$ cat src/rtl/core_pkg.sv
// Shared lane-array types: lane count, VRF payload widths and the per-lane load slice entry.
package core_pkg;

  localparam int unsigned NrLane = 4;
  localparam int unsigned DataW  = 32;
  localparam int unsigned StrbW  = DataW / 8;
  localparam int unsigned AddrW  = 8;
  localparam int unsigned IdW    = 3;

  typedef logic [DataW-1:0] vrf_data_t;
  typedef logic [StrbW-1:0] vrf_strb_t;
  typedef logic [AddrW-1:0] vrf_addr_t;
  typedef logic [IdW-1:0]   insn_id_t;

  typedef struct packed {
    vrf_data_t data;
    vrf_strb_t strb;
    vrf_addr_t addr;
    insn_id_t  id;
    logic      last;
  } lane_entry_t;

endpackage

$ cat src/rtl/vldu_lane_dispatch_if.sv
// Load-beat handshake from the VLDU memory response path into the lane dispatcher.
interface vldu_lane_dispatch_if;

  logic                                        beat_valid_i;
  logic                                        beat_ready_o;
  core_pkg::vrf_data_t [core_pkg::NrLane-1:0]  beat_data_i;
  core_pkg::vrf_strb_t [core_pkg::NrLane-1:0]  beat_strb_i;
  core_pkg::vrf_addr_t                         beat_addr_i;
  core_pkg::insn_id_t                          beat_id_i;
  logic                                        beat_last_i;

  modport master (
    output beat_valid_i, beat_data_i, beat_strb_i, beat_addr_i, beat_id_i, beat_last_i,
    input  beat_ready_o
  );

  modport slave (
    input  beat_valid_i, beat_data_i, beat_strb_i, beat_addr_i, beat_id_i, beat_last_i,
    output beat_ready_o
  );

endinterface

$ cat src/rtl/vldu_lane_dispatch.sv
// Splits VLDU load beats into per-lane slice FIFOs and pulses completion once every lane drained an
// instruction's last beat. Optional same-cycle FIFO bypass: VLDU_DISPATCH_BYPASS_EN.
module vldu_lane_dispatch
  import core_pkg::*;
#(
  parameter int unsigned Depth     = 4,
  parameter int unsigned DoneDepth = 4
) (
  input  logic                     clk_i,
  input  logic                     rst_i,
  vldu_lane_dispatch_if.slave      beat_if,
  output logic      [NrLane-1:0]   load_op_valid_o,
  input  logic      [NrLane-1:0]   load_op_gnt_i,
  output vrf_data_t [NrLane-1:0]   load_op_o,
  output vrf_strb_t [NrLane-1:0]   load_op_strb_o,
  output vrf_addr_t [NrLane-1:0]   load_op_addr_o,
  output insn_id_t  [NrLane-1:0]   load_id_o,
  output logic                     load_done_o,
  output insn_id_t                 load_done_id_o
);

  localparam int unsigned IdxW   = $clog2(Depth);
  localparam int unsigned PtrW   = IdxW + 1;
  localparam int unsigned DqIdxW = $clog2(DoneDepth);
  localparam int unsigned DqCntW = $clog2(DoneDepth + 1);
  localparam int unsigned CntW   = $clog2(Depth + DoneDepth) + 1;

  lane_entry_t       mem_q      [NrLane][Depth];
  logic [PtrW-1:0]   wr_ptr_q   [NrLane];
  logic [PtrW-1:0]   rd_ptr_q   [NrLane];
  logic [CntW-1:0]   last_cnt_q [NrLane];
  logic [CntW-1:0]   last_cnt_d [NrLane];
  insn_id_t          dq_mem_q   [DoneDepth];
  logic [DqIdxW-1:0] dq_wr_q, dq_rd_q;
  logic [DqCntW-1:0] dq_cnt_q, dq_cnt_d;
  logic              load_done_q;
  insn_id_t          load_done_id_q;

  lane_entry_t       beat_entry [NrLane];
  lane_entry_t       head       [NrLane];
  lane_entry_t       shown      [NrLane];
  logic [NrLane-1:0] full, empty, push, fifo_pop, lane_pop, pop_last, cnt_ok;
  logic              beat_ready, accept, dq_push, dq_full, dq_empty, done_fire;

  function automatic logic [DqIdxW-1:0] dq_next(input logic [DqIdxW-1:0] p);
    return (p == DqIdxW'(DoneDepth - 1)) ? '0 : p + DqIdxW'(1);
  endfunction

  // FIFO occupancy from pointers: equal index with differing MSB means full.
  always_comb begin : fifo_status
    for (int i = 0; i < NrLane; i++) begin
      full[i]       = (wr_ptr_q[i][IdxW] != rd_ptr_q[i][IdxW]) &&
                      (wr_ptr_q[i][IdxW-1:0] == rd_ptr_q[i][IdxW-1:0]);
      empty[i]      = (wr_ptr_q[i] == rd_ptr_q[i]);
      head[i]       = mem_q[i][rd_ptr_q[i][IdxW-1:0]];
      beat_entry[i] = '{data: beat_if.beat_data_i[i],
                        strb: beat_if.beat_strb_i[i],
                        addr: beat_if.beat_addr_i,
                        id:   beat_if.beat_id_i,
                        last: beat_if.beat_last_i};
    end
  end

  assign dq_full    = (dq_cnt_q == DqCntW'(DoneDepth));
  assign dq_empty   = (dq_cnt_q == '0);
  assign beat_ready = ~(|full) & ~(beat_if.beat_last_i & dq_full);
  assign accept     = beat_if.beat_valid_i & beat_ready;
  assign dq_push    = accept & beat_if.beat_last_i;
  assign beat_if.beat_ready_o = beat_ready;

  always_comb begin : lane_drain
    for (int i = 0; i < NrLane; i++) begin
`ifdef VLDU_DISPATCH_BYPASS_EN
      // An empty lane sees the incoming beat directly; a granted bypass never enters the FIFO.
      load_op_valid_o[i] = ~empty[i] | accept;
      shown[i]           = (empty[i] & accept) ? beat_entry[i] : head[i];
      lane_pop[i]        = load_op_valid_o[i] & load_op_gnt_i[i];
      fifo_pop[i]        = ~empty[i] & load_op_gnt_i[i];
      push[i]            = accept & ~(empty[i] & load_op_gnt_i[i]);
`else
      load_op_valid_o[i] = ~empty[i];
      shown[i]           = head[i];
      lane_pop[i]        = ~empty[i] & load_op_gnt_i[i];
      fifo_pop[i]        = lane_pop[i];
      push[i]            = accept;
`endif
      pop_last[i]       = lane_pop[i] & shown[i].last;
      cnt_ok[i]         = (last_cnt_q[i] != '0) | pop_last[i];
      load_op_o[i]      = shown[i].data;
      load_op_strb_o[i] = shown[i].strb;
      load_op_addr_o[i] = shown[i].addr;
      load_id_o[i]      = shown[i].id;
    end
  end

  // A lane popping its last slice this cycle already counts toward completion.
  assign done_fire = (&cnt_ok) & ~dq_empty;

  always_comb begin : counters
    dq_cnt_d = dq_cnt_q;
    if (dq_push && !done_fire) begin
      dq_cnt_d = dq_cnt_q + DqCntW'(1);
    end else if (!dq_push && done_fire) begin
      dq_cnt_d = dq_cnt_q - DqCntW'(1);
    end
    for (int i = 0; i < NrLane; i++) begin
      last_cnt_d[i] = last_cnt_q[i];
      if (pop_last[i] && !done_fire) begin
        last_cnt_d[i] = last_cnt_q[i] + CntW'(1);
      end else if (!pop_last[i] && done_fire) begin
        last_cnt_d[i] = last_cnt_q[i] - CntW'(1);
      end
    end
  end

  always_ff @(posedge clk_i or posedge rst_i) begin : state_regs
    if (rst_i) begin
      for (int i = 0; i < NrLane; i++) begin
        wr_ptr_q[i]   <= '0;
        rd_ptr_q[i]   <= '0;
        last_cnt_q[i] <= '0;
        for (int j = 0; j < Depth; j++) begin
          mem_q[i][j] <= '0;
        end
      end
      for (int k = 0; k < DoneDepth; k++) begin
        dq_mem_q[k] <= '0;
      end
      dq_wr_q        <= '0;
      dq_rd_q        <= '0;
      dq_cnt_q       <= '0;
      load_done_q    <= 1'b0;
      load_done_id_q <= '0;
    end else begin
      for (int i = 0; i < NrLane; i++) begin
        if (push[i]) begin
          mem_q[i][wr_ptr_q[i][IdxW-1:0]] <= beat_entry[i];
          wr_ptr_q[i] <= wr_ptr_q[i] + PtrW'(1);
        end
        if (fifo_pop[i]) begin
          rd_ptr_q[i] <= rd_ptr_q[i] + PtrW'(1);
        end
        last_cnt_q[i] <= last_cnt_d[i];
      end
      if (dq_push) begin
        dq_mem_q[dq_wr_q] <= beat_if.beat_id_i;
        dq_wr_q           <= dq_next(dq_wr_q);
      end
      if (done_fire) begin
        dq_rd_q <= dq_next(dq_rd_q);
      end
      dq_cnt_q       <= dq_cnt_d;
      load_done_q    <= done_fire;
      load_done_id_q <= done_fire ? dq_mem_q[dq_rd_q] : '0;
    end
  end

  assign load_done_o    = load_done_q;
  assign load_done_id_o = load_done_id_q;

endmodule

$ cat src/flat_wrapper.sv
// flat-port wrapper written by rule: the top's interface ports become plain ports
module vldu_lane_dispatch_flat import core_pkg::*;
#(
  parameter int unsigned Depth     = 4,
  parameter int unsigned DoneDepth = 4
)
  (clk_i, rst_i, load_op_valid_o, load_op_gnt_i, load_op_o, load_op_strb_o, load_op_addr_o, load_id_o, load_done_o, load_done_id_o, beat_if_beat_valid_i, beat_if_beat_data_i, beat_if_beat_strb_i, beat_if_beat_addr_i, beat_if_beat_id_i, beat_if_beat_last_i, beat_if_beat_ready_o);
  vldu_lane_dispatch_if beat_if_i ();
  input  logic clk_i;
  input  logic rst_i;
  output logic      [NrLane-1:0] load_op_valid_o;
  input  logic      [NrLane-1:0] load_op_gnt_i;
  output vrf_data_t [NrLane-1:0] load_op_o;
  output vrf_strb_t [NrLane-1:0] load_op_strb_o;
  output vrf_addr_t [NrLane-1:0] load_op_addr_o;
  output insn_id_t  [NrLane-1:0] load_id_o;
  output logic load_done_o;
  output insn_id_t load_done_id_o;
  input wire logic [$bits(beat_if_i.beat_valid_i)-1:0] beat_if_beat_valid_i;
  input wire logic [$bits(beat_if_i.beat_data_i)-1:0] beat_if_beat_data_i;
  input wire logic [$bits(beat_if_i.beat_strb_i)-1:0] beat_if_beat_strb_i;
  input wire logic [$bits(beat_if_i.beat_addr_i)-1:0] beat_if_beat_addr_i;
  input wire logic [$bits(beat_if_i.beat_id_i)-1:0] beat_if_beat_id_i;
  input wire logic [$bits(beat_if_i.beat_last_i)-1:0] beat_if_beat_last_i;
  output wire logic [$bits(beat_if_i.beat_ready_o)-1:0] beat_if_beat_ready_o;
  assign beat_if_i.beat_valid_i = beat_if_beat_valid_i;
  assign beat_if_i.beat_data_i = beat_if_beat_data_i;
  assign beat_if_i.beat_strb_i = beat_if_beat_strb_i;
  assign beat_if_i.beat_addr_i = beat_if_beat_addr_i;
  assign beat_if_i.beat_id_i = beat_if_beat_id_i;
  assign beat_if_i.beat_last_i = beat_if_beat_last_i;
  assign beat_if_beat_ready_o = beat_if_i.beat_ready_o;
  vldu_lane_dispatch #(.Depth(Depth), .DoneDepth(DoneDepth)) u_core (.clk_i(clk_i), .rst_i(rst_i), .beat_if(beat_if_i), .load_op_valid_o(load_op_valid_o), .load_op_gnt_i(load_op_gnt_i), .load_op_o(load_op_o), .load_op_strb_o(load_op_strb_o), .load_op_addr_o(load_op_addr_o), .load_id_o(load_id_o), .load_done_o(load_done_o), .load_done_id_o(load_done_id_o));
endmodule
$ cat config.mk
export PLATFORM = sky130hd
export DESIGN_NAME = vldu_lane_dispatch_flat
export DESIGN_NICKNAME = d
export VERILOG_FILES = /design/src/rtl/core_pkg.sv /design/src/rtl/vldu_lane_dispatch_if.sv /design/src/rtl/vldu_lane_dispatch.sv /design/src/flat_wrapper.sv
export SDC_FILE = /design/constraint.sdc
export NUM_CORES = 1
export LEC_CHECK = 0
export CAP_MARGIN = 10
export CORE_MARGIN = 2
export CORE_UTILIZATION = 47
export CTS_BUF_LIST = sky130_fd_sc_hd__clkbuf_8
export DETAILED_ROUTE_END_ITERATION = 8
export PLACE_DENSITY = 0.68
export SYNTH_ARGS = -nofsm -noshare
export SYNTH_HDL_FRONTEND = slang
export SYNTH_SLANG_ARGS = --single-unit
$ cat constraint.sdc
create_clock -name clk_i -period 39.6 [get_ports clk_i]
set_clock_uncertainty 0.05 [all_clocks]
set_input_delay 5.94 -clock clk_i [delete_from_list [all_inputs] [get_ports clk_i]]
set_output_delay 5.94 -clock clk_i [all_outputs]
set_load 0.05 [all_outputs]
# Word-level counts from Yosys, hierarchy flattened
# Cells that the tools add are included.
[op_classes]
n_div = 0
n_lt_le_gt_ge = 15
bitwise = 34
n_mux = 43
add_sub_neg = 20
eq_ne = 15
n_reduce_logical = 37
n_shift = 0
n_mul = 0
[op_table]
columns = ["op", "count"]
rows = [
  ["bitwise mux 192 bit", 4],
  ["2-to-1 mux 48 bit", 12],
  ["binary-select mux 48 bit (select 2 bit)", 4],
  ["demux 48 bit (select 2 bit)", 4],
  ["2-to-1 mux 4 bit", 8],
  [">= comparator 3 bit (second input constant)", 10],
  ["inverter 2 -> 3 bit", 10],
  ["adder 3 x 1 -> 3 bit (second input constant)", 9],
  ["logical AND 1 bit", 19],
  ["2-to-1 mux 3 bit", 6],
  ["adder 4 x 1 -> 4 bit (second input constant)", 4],
  ["nonzero test 4 bit", 4],
  ["subtractor 4 x 1 -> 4 bit (second input constant)", 4],
  ["less-than comparator 3 x 1 -> 1 bit (second input constant)", 5],
  ["AND 1 bit", 13],
  ["bitwise mux 12 bit", 1],
  ["== test 3 bit", 4],
  ["nonzero test 2 bit", 5],
  ["== test 2 bit", 4],
  ["inverter 1 bit", 7],
  ["binary-select mux 3 bit (select 2 bit)", 1],
  ["demux 3 bit (select 2 bit)", 1],
  ["zero test 1 bit", 6],
  ["adder 2 x 1 -> 2 bit (second input constant)", 2],
  ["other kinds (9)", 17],
]
[word_totals]
output_inout_bits = 197
n_memories = 0
latch_bits = 0
ram_bits = 0
elab_cells = 265
register_bits = 831
mem_bits_ro = 0
inputBits = 163

# Depth between registers and ports, before layout
# Gate-level depths: netlist of run 1.
[depth]
word_depth = 11
depth_mapped = 15
mapped_depth_nobuf = 13

# Worst setup path before layout of run 1
# No wires, ideal clock.
[synth_timing]
path_kind = "input port to output port"
start = "in beat_if_beat_last_i"
end = "out beat_if_beat_ready_o"
path_slack_ns = 26.637
path_buffers = 0
cell_stages = 3
t_arrival_ns = 6.973
required_ns = 33.610
path_cell_list = "nand4bb_1 o31ai_1 nor4_2"
[synth_between]
elab_chain_cells = 3
[synth_rtl]
columns = ["item", "line", "source"]
rows = [
  ["from (decl)", "flat_wrapper.sv:24", "input wire logic [$bits(beat_if_i.beat_last_i)-1:0] beat_if_beat_last_i;"],
  ["AND 1 bit", "vldu_lane_dispatch.sv:66", "assign beat_ready = ~(|full) & ~(beat_if.beat_last_i & dq_full);"],
  ["inverter 1 bit", "vldu_lane_dispatch.sv:66", ""],
  ["AND 1 bit", "vldu_lane_dispatch.sv:66", ""],
  ["to (decl)", "flat_wrapper.sv:25", "output wire logic [$bits(beat_if_i.beat_ready_o)-1:0] beat_if_beat_ready_o;"],
]
# No other way between the ends.

# Final worst setup path of run 1
# Ends and elaborated chain as after synthesis.

==> flow_summary.rst, run 1 <==
.. list-table::
   :header-rows: 1

   * - Metric
     - Value
   * - Stage delay of the slowest cell on the critical path
     - 910 ps
   * - Routability congestion estimate
     - 0.716
   * - Met3 Track Usage GR
     - 5.66%
   * - Total number of vias
     - between 20000 and 25000
   * - Register-to-register setup slack
     - 35040 ps
   * - Cell variety after synth
     - 35
   * - Crit-path slowest cell
     - sky130_fd_sc_hd__clkdlybuf4s50_1
   * - Number of endpoints with negative hold slack in the final report
     - 0
   * - Count of unresolved DRC violations after routing
     - 0
   * - Crit path launch type
     - input pin
   * - Die extent in x
     - between 200 and 300 microns
   * - Number of pins with negative max-slew slack in the final report
     - 0
   * - Required @ worst endpoint
     - 33610 ps
   * - Number of nets in the synthesized netlist
     - approximately 2400
   * - Unrepaired setup endpoints after global routing
     - false
   * - Critical path, cell by cell
     - clkdlybuf4s50_1 -> nand4bb_1 -> o31ai_1 -> nor4_2 -> clkdlybuf4s50_1
   * - Global routing's busiest layer
     - met2
   * - Worst slack on hold paths
     - between 400 and 500 ps
   * - Final period utilization
     - a little under two fifths
   * - End-of-flow core utilization
     - a little under three fifths
   * - Vias per Instance
     - approximately 5.5
   * - Layout cells sized above 1
     - 42.0%
   * - Port buffer count
     - 359
   * - CTS Buffer Depth
     - 3
   * - Share of flip-flops with an asynchronous set or reset after synthesis
     - between 90% and 100%
   * - Number of cell instances on the worst register-to-register path
     - 9
   * - Boundary pin count
     - 360
   * - Maximum number of pins on one net before global-route repair
     - around 180
   * - Most repeated library cell on the critical path
     - sky130_fd_sc_hd__clkdlybuf4s50_1
   * - Max Cap Violations
     - 0
   * - Dpl hpwl
     - around 51 mm
   * - Initial standard-cell utilization of the core
     - between 40% and 50%
   * - Met2 Track Usage GR
     - approximately 36%
   * - Slew headroom
     - 28.0%
   * - Via count of the first global-routing pass
     - approximately 23000
   * - Largest cells by area after synthesis
     - sky130_fd_sc_hd__dfrtp_1 57%, sky130_fd_sc_hd__mux2_2 21%, sky130_fd_sc_hd__mux4_2 12%
   * - Crit path capture type
     - output pin
   * - Area growth from synthesis to layout
     - 19.6%
   * - Die Span Y
     - between 200 and 300 microns
   * - Clock transition time at the flip-flop clock pins of the worst setup and hold paths
     - ~50 ps
   * - Share of synthesized area occupied by flip-flops and latches
     - 56.9%
   * - Fin crit period
     - 14620 ps
   * - Run status
     - complete, no violations
   * - Data arrival time of the critical path
     - ~8600 ps
   * - Depth of the worst hold-timing path
     - 1
   * - Post-DRT Antenna Nets
     - 0
   * - Count of warnings emitted by yosys
     - 0
   * - FF+latch count, synth
     - ~830
   * - Latest clock arrival within the worst-skew pair
     - 760 ps
   * - Number of antenna violations at the first check in global routing
     - 5
   * - PostCTS Resize Cnt
     - 0
   * - Origin of the critical flop-to-flop path
     - u_core.rd_ptr_q[3]$_DFFE_PP0P_
   * - Reg-to-reg critical path endpoint
     - u_core.mem_q[737]$_DFFE_PP0P_
   * - Category of the critical setup timing path
     - in -> out
   * - Post-Syn Area per Cell
     - 16.8 sq um
   * - Layout net count
     - between 2000 and 3000
   * - Residual overflow from global routing
     - 0
   * - Capture endpoint of the worst hold path
     - u_core.last_cnt_q[11]$_DFFE_PP0P_
   * - Number of enable-type register cells in the synthesized netlist
     - 0
   * - CTS tree
     - built
   * - Slew at the pin closest to its max-slew limit
     - ~1100 ps
   * - TritonCTS buffer count
     - ~150
   * - Worst hold path class
     - reg -> reg
   * - TritonCTS sink count
     - 831
   * - Netlist area before placement
     - ~37000 sq um
   * - Standard-cell row count
     - 102
   * - Clock H-tree levels
     - 4
   * - Max frequency
     - 0.0684 GHz
   * - Sum Neg Setup Slack
     - 0 ps
   * - Top cell type's share of synthesized area
     - a little under three fifths
   * - Largest driver fanout on the critical path
     - 22
   * - First drt pass iteration count
     - 6
   * - GR met1 Demand/Resource
     - roughly a quarter
   * - Clock root buffer
     - sky130_fd_sc_hd__clkbuf_8
   * - Overall die area
     - about 80000 sq um
   * - Total Routed Length
     - 83.6 mm
   * - Most frequent cell after synthesis
     - sky130_fd_sc_hd__dfrtp_1
   * - Post-CTS Repair Setup Buffers
     - 0
   * - Average wire per standard cell
     - roughly 22 microns
   * - Cell types with the highest counts after synthesis
     - 831 x sky130_fd_sc_hd__dfrtp_1, 675 x sky130_fd_sc_hd__mux2_2, 193 x sky130_fd_sc_hd__mux4_2, 119 x sky130_fd_sc_hd__mux2_1, 53 x sky130_fd_sc_hd__buf_2
   * - First-pass GRT wire length
     - between 100 and 150 mm
   * - Initial drt markers
     - between 800 and 900
   * - Hold Path Origin
     - u_core.last_cnt_q[11]$_DFFE_PP0P_
   * - Top flip-flop cell by instance count after synthesis
     - sky130_fd_sc_hd__dfrtp_1
   * - Largest area contributor in the netlist
     - sky130_fd_sc_hd__dfrtp_1
   * - Cell count after synthesis
     - roughly 2200
   * - Std-Cell Core Area
     - just under 80000 sq um
   * - CTS Hold Bufs
     - 0
   * - Total GRT Usage
     - around a fifth
   * - Setup violations, final
     - 0
==> cells in the final DEF, fill, tap and decap left out, types with 3 or more instances in the layout <==
master	count
sky130_fd_sc_hd__dfrtp_1	823
sky130_fd_sc_hd__mux2_2	675
sky130_fd_sc_hd__clkdlybuf4s50_1	359
sky130_fd_sc_hd__mux4_2	193
sky130_fd_sc_hd__clkbuf_8	177
sky130_fd_sc_hd__mux2_1	119
sky130_fd_sc_hd__inv_1	79
sky130_fd_sc_hd__ha_1	38
sky130_fd_sc_hd__xnor2_1	33
sky130_fd_sc_hd__buf_4	30
sky130_fd_sc_hd__xor2_1	17
sky130_fd_sc_hd__nand2_2	16
sky130_fd_sc_hd__nand2_1	10
sky130_fd_sc_hd__nor2_1	10
sky130_fd_sc_hd__o21ai_0	9
sky130_fd_sc_hd__nand3_1	8
sky130_fd_sc_hd__diode_2	7
sky130_fd_sc_hd__nor2b_1	6
sky130_fd_sc_hd__clkinv_2	6
sky130_fd_sc_hd__nor3_1	5
sky130_fd_sc_hd__o31ai_1	5
sky130_fd_sc_hd__a21oi_1	5
sky130_fd_sc_hd__fa_1	5
sky130_fd_sc_hd__a21o_1	4
sky130_fd_sc_hd__inv_6	4
sky130_fd_sc_hd__dfrtp_4	4
sky130_fd_sc_hd__dfrtp_2	4
sky130_fd_sc_hd__or3_1	3
sky130_fd_sc_hd__inv_8	3
sky130_fd_sc_hd__clkinvlp_4	3
==> kinds of logic after synthesis <==
group | share of synthesized area (%)
compound gates | 0.411
mux | 36.4
fa+ha+maj | 1.57
flops | 56.9
buf+inv | 2.59
simple gates | 0.982
xor+xnor | 1.20
==> cell type report <==
cell class / count / area [sq um]
Fill cell: 6047 / 33500
Sequential cell: 831 / 20800
Multi-Input combinational cell: 1175 / 14900
Timing Repair Buffer: 391 / 3860
Clock buffer: 177 / 2440
Tap cell: 1040 / 1300
Clock inverter: 79 / 403
Inverter: 18 / 75.1
Antenna cell: 7 / 17.5
==> per-stage QoR <==
stage	instance area, sq um	instances	worst slack [ps]
CTS	43700	3711	24900
floorplan	36600	2173	10270
detailed placement	40900	3455	24900
global route	43700	3713	24750
global placement	40900	3455	24960
finish	43800	3718	24980
==> state kept, by name (all words and copies together), names as in the netlist <==
register               flops
u_core.load_done_id_o      3
u_core.dq_mem_q           12
u_core.dq_rd_q             2
u_core.dq_wr_q             2
u_core.rd_ptr_q           12
u_core.wr_ptr_q           12
u_core.mem_q             768
u_core.dq_cnt_q            3
u_core.last_cnt_q         16
u_core.load_done_o         1
==> layer usage <==
metal	wire [microns]	share of wire [%]
met3	4830	5.8
met5	22	0.026
met4	2230	2.7
met2	42000	50
met1	34600	41
==> how the worst max path moves through the flow <==
stage                         from                        endpoint  slack (ps)  cells past startpoint
2_1_floorplan                rst_i  u_core.dq_cnt_q[0]$_DFFE_PP0P_       10270                      1
3_3_place_gp   beat_if_beat_last_i            beat_if_beat_ready_o       24960                      5
3_5_place_dp   beat_if_beat_last_i            beat_if_beat_ready_o       24900                      5
4_1_cts        beat_if_beat_last_i            beat_if_beat_ready_o       24900                      5
5_1_grt        beat_if_beat_last_i            beat_if_beat_ready_o       24750                      5
6_report       beat_if_beat_last_i            beat_if_beat_ready_o       24980                      5
==> worst max-delay path: cells and delay by family <==
family	cells	cell delay (ps)
buf+inv	2	1760
simple gates	2	760
compound gates	1	170
Power of run 1 is not shown: default switching activity piles up to over one toggle a cycle in this logic, so the estimate is an artifact.
==> run 2: changes to the inputs <==
--- a/config.mk
+++ b/config.mk
@@ -10,7 +10,7 @@
 export CORE_UTILIZATION = 47
 export CTS_BUF_LIST = sky130_fd_sc_hd__clkbuf_8
 export DETAILED_ROUTE_END_ITERATION = 8
-export PLACE_DENSITY = 0.68
+export PLACE_DENSITY = 0.7
 export SYNTH_ARGS = -nofsm -noshare
 export SYNTH_HDL_FRONTEND = slang
 export SYNTH_SLANG_ARGS = --single-unit
==> constraint.sdc (replaced) <==
create_clock -name clk_i -period 12.8 [get_ports clk_i]
set_clock_uncertainty 0.05 [all_clocks]
set_input_delay 1.92 -clock clk_i [delete_from_list [all_inputs] [get_ports clk_i]]
set_output_delay 1.92 -clock clk_i [all_outputs]
set_load 0.05 [all_outputs]
==> run 2 against run 1 <==
Net effect:
- via count down 0.12%
- sequential share of layout area shrank 0.22 points
- count of clock-buffer cells in the layout is 4 higher
- setup slack got worse by 19000 ps
- first-iteration DRC count rose by 22%
- global-route usage down 0.13 points
- largest cell class unchanged
- highest routed layer is now met4
==> flow_summary.rst, run 2 (same netlist as run 1, synthesis figures left out) <==
.. list-table::
   :header-rows: 1

   * - Metric
     - Value
   * - Maximum number of pins on one net before global-route repair
     - between 150 and 200
   * - Top register by number of flip-flops
     - u_core.mem_q
   * - Run status
     - complete, no violations
   * - Post-CTS Repair Setup Buffers
     - 0
   * - Standard-cell row count
     - between 100 and 150
   * - Pre-CTS setup slack
     - around 6400 ps
   * - Total GRT Usage
     - a little over a fifth
   * - First-pass GRT wire length
     - between 100 and 150 mm
   * - Via count of the first global-routing pass
     - roughly 23000
   * - Routability congestion estimate
     - around 0.74
   * - Smallest setup slack after layout
     - about 6400 ps
   * - Number of pins with negative max-slew slack in the final report
     - 0
   * - Port buffer count
     - ~360
   * - Final design instance area without fill
     - roughly 44000 sq um
   * - Crit path capture type
     - output pin
   * - Max frequency
     - roughly 0.16 GHz
   * - Residual overflow from global routing
     - 0
   * - Layout net count
     - roughly 2800
   * - Crit path launch type
     - input pin
   * - PostCTS Resize Cnt
     - 0
   * - CTS Buffer Depth
     - 3
   * - TritonCTS buffer count
     - around 150
   * - Fin crit period
     - between 6000 and 7000 ps
   * - Max Cap Violations
     - 0
   * - Leading cell types in the layout, fill and taps excluded
     - 823 x sky130_fd_sc_hd__dfrtp_1, 675 x sky130_fd_sc_hd__mux2_2, 359 x sky130_fd_sc_hd__clkdlybuf4s50_1
   * - End-of-flow core utilization
     - a little under three fifths
   * - Clock H-tree levels
     - 4
   * - Most common library cell in the layout ignoring fill and taps
     - sky130_fd_sc_hd__dfrtp_1
   * - Std-Cell Core Area
     - just under 80000 sq um
   * - Vias per Instance
     - roughly 5.5
   * - Worst hold path class
     - reg -> reg
   * - Final period utilization
     - between 40% and 50%
   * - CTS Hold Bufs
     - 0
   * - Slew at the pin closest to its max-slew limit
     - about 1100 ps
   * - Initial drt markers
     - approximately 1100
   * - Slew headroom
     - around a quarter
   * - Average wire per standard cell
     - between 20 and 25 microns
   * - Required @ worst endpoint
     - 10830 ps
   * - Die extent in x
     - 283 microns
   * - Latest clock arrival within the worst-skew pair
     - between 700 and 800 ps
   * - Sum Neg Setup Slack
     - 0 ps
   * - Clock transition time at the flip-flop clock pins of the worst setup and hold paths
     - 50 ps
   * - Data arrival time of the critical path
     - 4410 ps
   * - Total number of vias
     - about 20000
   * - CTS tree
     - built
   * - Clock root buffer
     - sky130_fd_sc_hd__clkbuf_8
   * - Flip-flop count of the largest register after layout
     - between 700 and 800
   * - Dpl hpwl
     - between 50 and 60 mm
   * - Unrepaired setup endpoints after global routing
     - false
   * - Post-DRT Antenna Nets
     - 0
   * - Area growth from synthesis to layout
     - 20.2%
   * - Count of unresolved DRC violations after routing
     - 0
   * - Biggest regs
     - u_core.mem_q x768, u_core.last_cnt_q x16
   * - Largest driver fanout on the critical path
     - 22
   * - TritonCTS sink count
     - between 800 and 900
   * - Number of antenna violations at the first check in global routing
     - 4
   * - Initial standard-cell utilization of the core
     - between 40 and 50%
   * - First drt pass iteration count
     - 4
   * - Category of the critical setup timing path
     - in -> out
   * - Total Routed Length
     - ~83 mm
   * - Layout cells sized above 1
     - between 40 and 50%
   * - Boundary pin count
     - 360
   * - Overall die area
     - between 80000 and 90000 sq um
   * - Die Span Y
     - roughly 280 microns
   * - Setup violations, final
     - 0
   * - Post-place instance area
     - between 40000 and 50000 sq um
   * - Number of endpoints with negative hold slack in the final report
     - 0
==> run 2: worst paths after layout <==
| path | from | endpoint | slack (ps) | cells past startpoint |
|---|---|---|---|---|
| hold / removal | u_core.last_cnt_q[7]$_DFFE_PP0P_ | u_core.last_cnt_q[7]$_DFFE_PP0P_ | 420 | 1 |
| setup / recovery | beat_if_beat_last_i | beat_if_beat_ready_o | 6420 | 5 |
| max in group asynchronous | rst_i | u_core.rd_ptr_q[9]$_DFFE_PP0P_ | 8710 | 4 |
| setup reg to reg | u_core.rd_ptr_q[9]$_DFFE_PP0P_ | u_core.last_cnt_q[15]$_DFFE_PP0P_ | 8010 | 14 |
| min in group asynchronous | rst_i | u_core.mem_q[132]$_DFFE_PP0P_ | 1490 | 2 |
| hold reg to reg | u_core.last_cnt_q[7]$_DFFE_PP0P_ | u_core.last_cnt_q[7]$_DFFE_PP0P_ | 420 | 1 |
==> run 2: worst max-delay path, stage by stage <==
cell,delay (ps)
sky130_fd_sc_hd__clkdlybuf4s50_1,850
sky130_fd_sc_hd__nand4bb_1,320
sky130_fd_sc_hd__o31ai_1,120
sky130_fd_sc_hd__nor4_2,220
sky130_fd_sc_hd__clkdlybuf4s50_1,970
==> run 2: layout make-up <==
cell class,count,area [sq um]
fill,6007,33200
sequential,831,20800
multi-input combinational,1175,14900
timing repair buffer,390,3860
clock buffer,181,2490
tap,1040,1300
clock inverter,79,541
inverter,18,71.3
antenna,6,15.0
==> run 2: layer usage <==
| metal | global-route usage [%] | routed length, microns |
|---|---|---|
| met1 | 26.7 | 33600 |
| met2 | 35.3 | 41700 |
| met3 | 5.85 | 5360 |
| met4 | 7.29 | 1930 |
| met5 | 0 | 0 |
==> run 2: stage by stage <==
step / hold slack (ps) / std cells
2_1_floorplan: 385 / 2173
3_3_place_gp: 403 / 3453
3_5_place_dp: 403 / 3453
4_1_cts: 418 / 3713
5_1_grt: 438 / 3718
6_report: 425 / 3720
Power of run 2 is left out for the same reason.
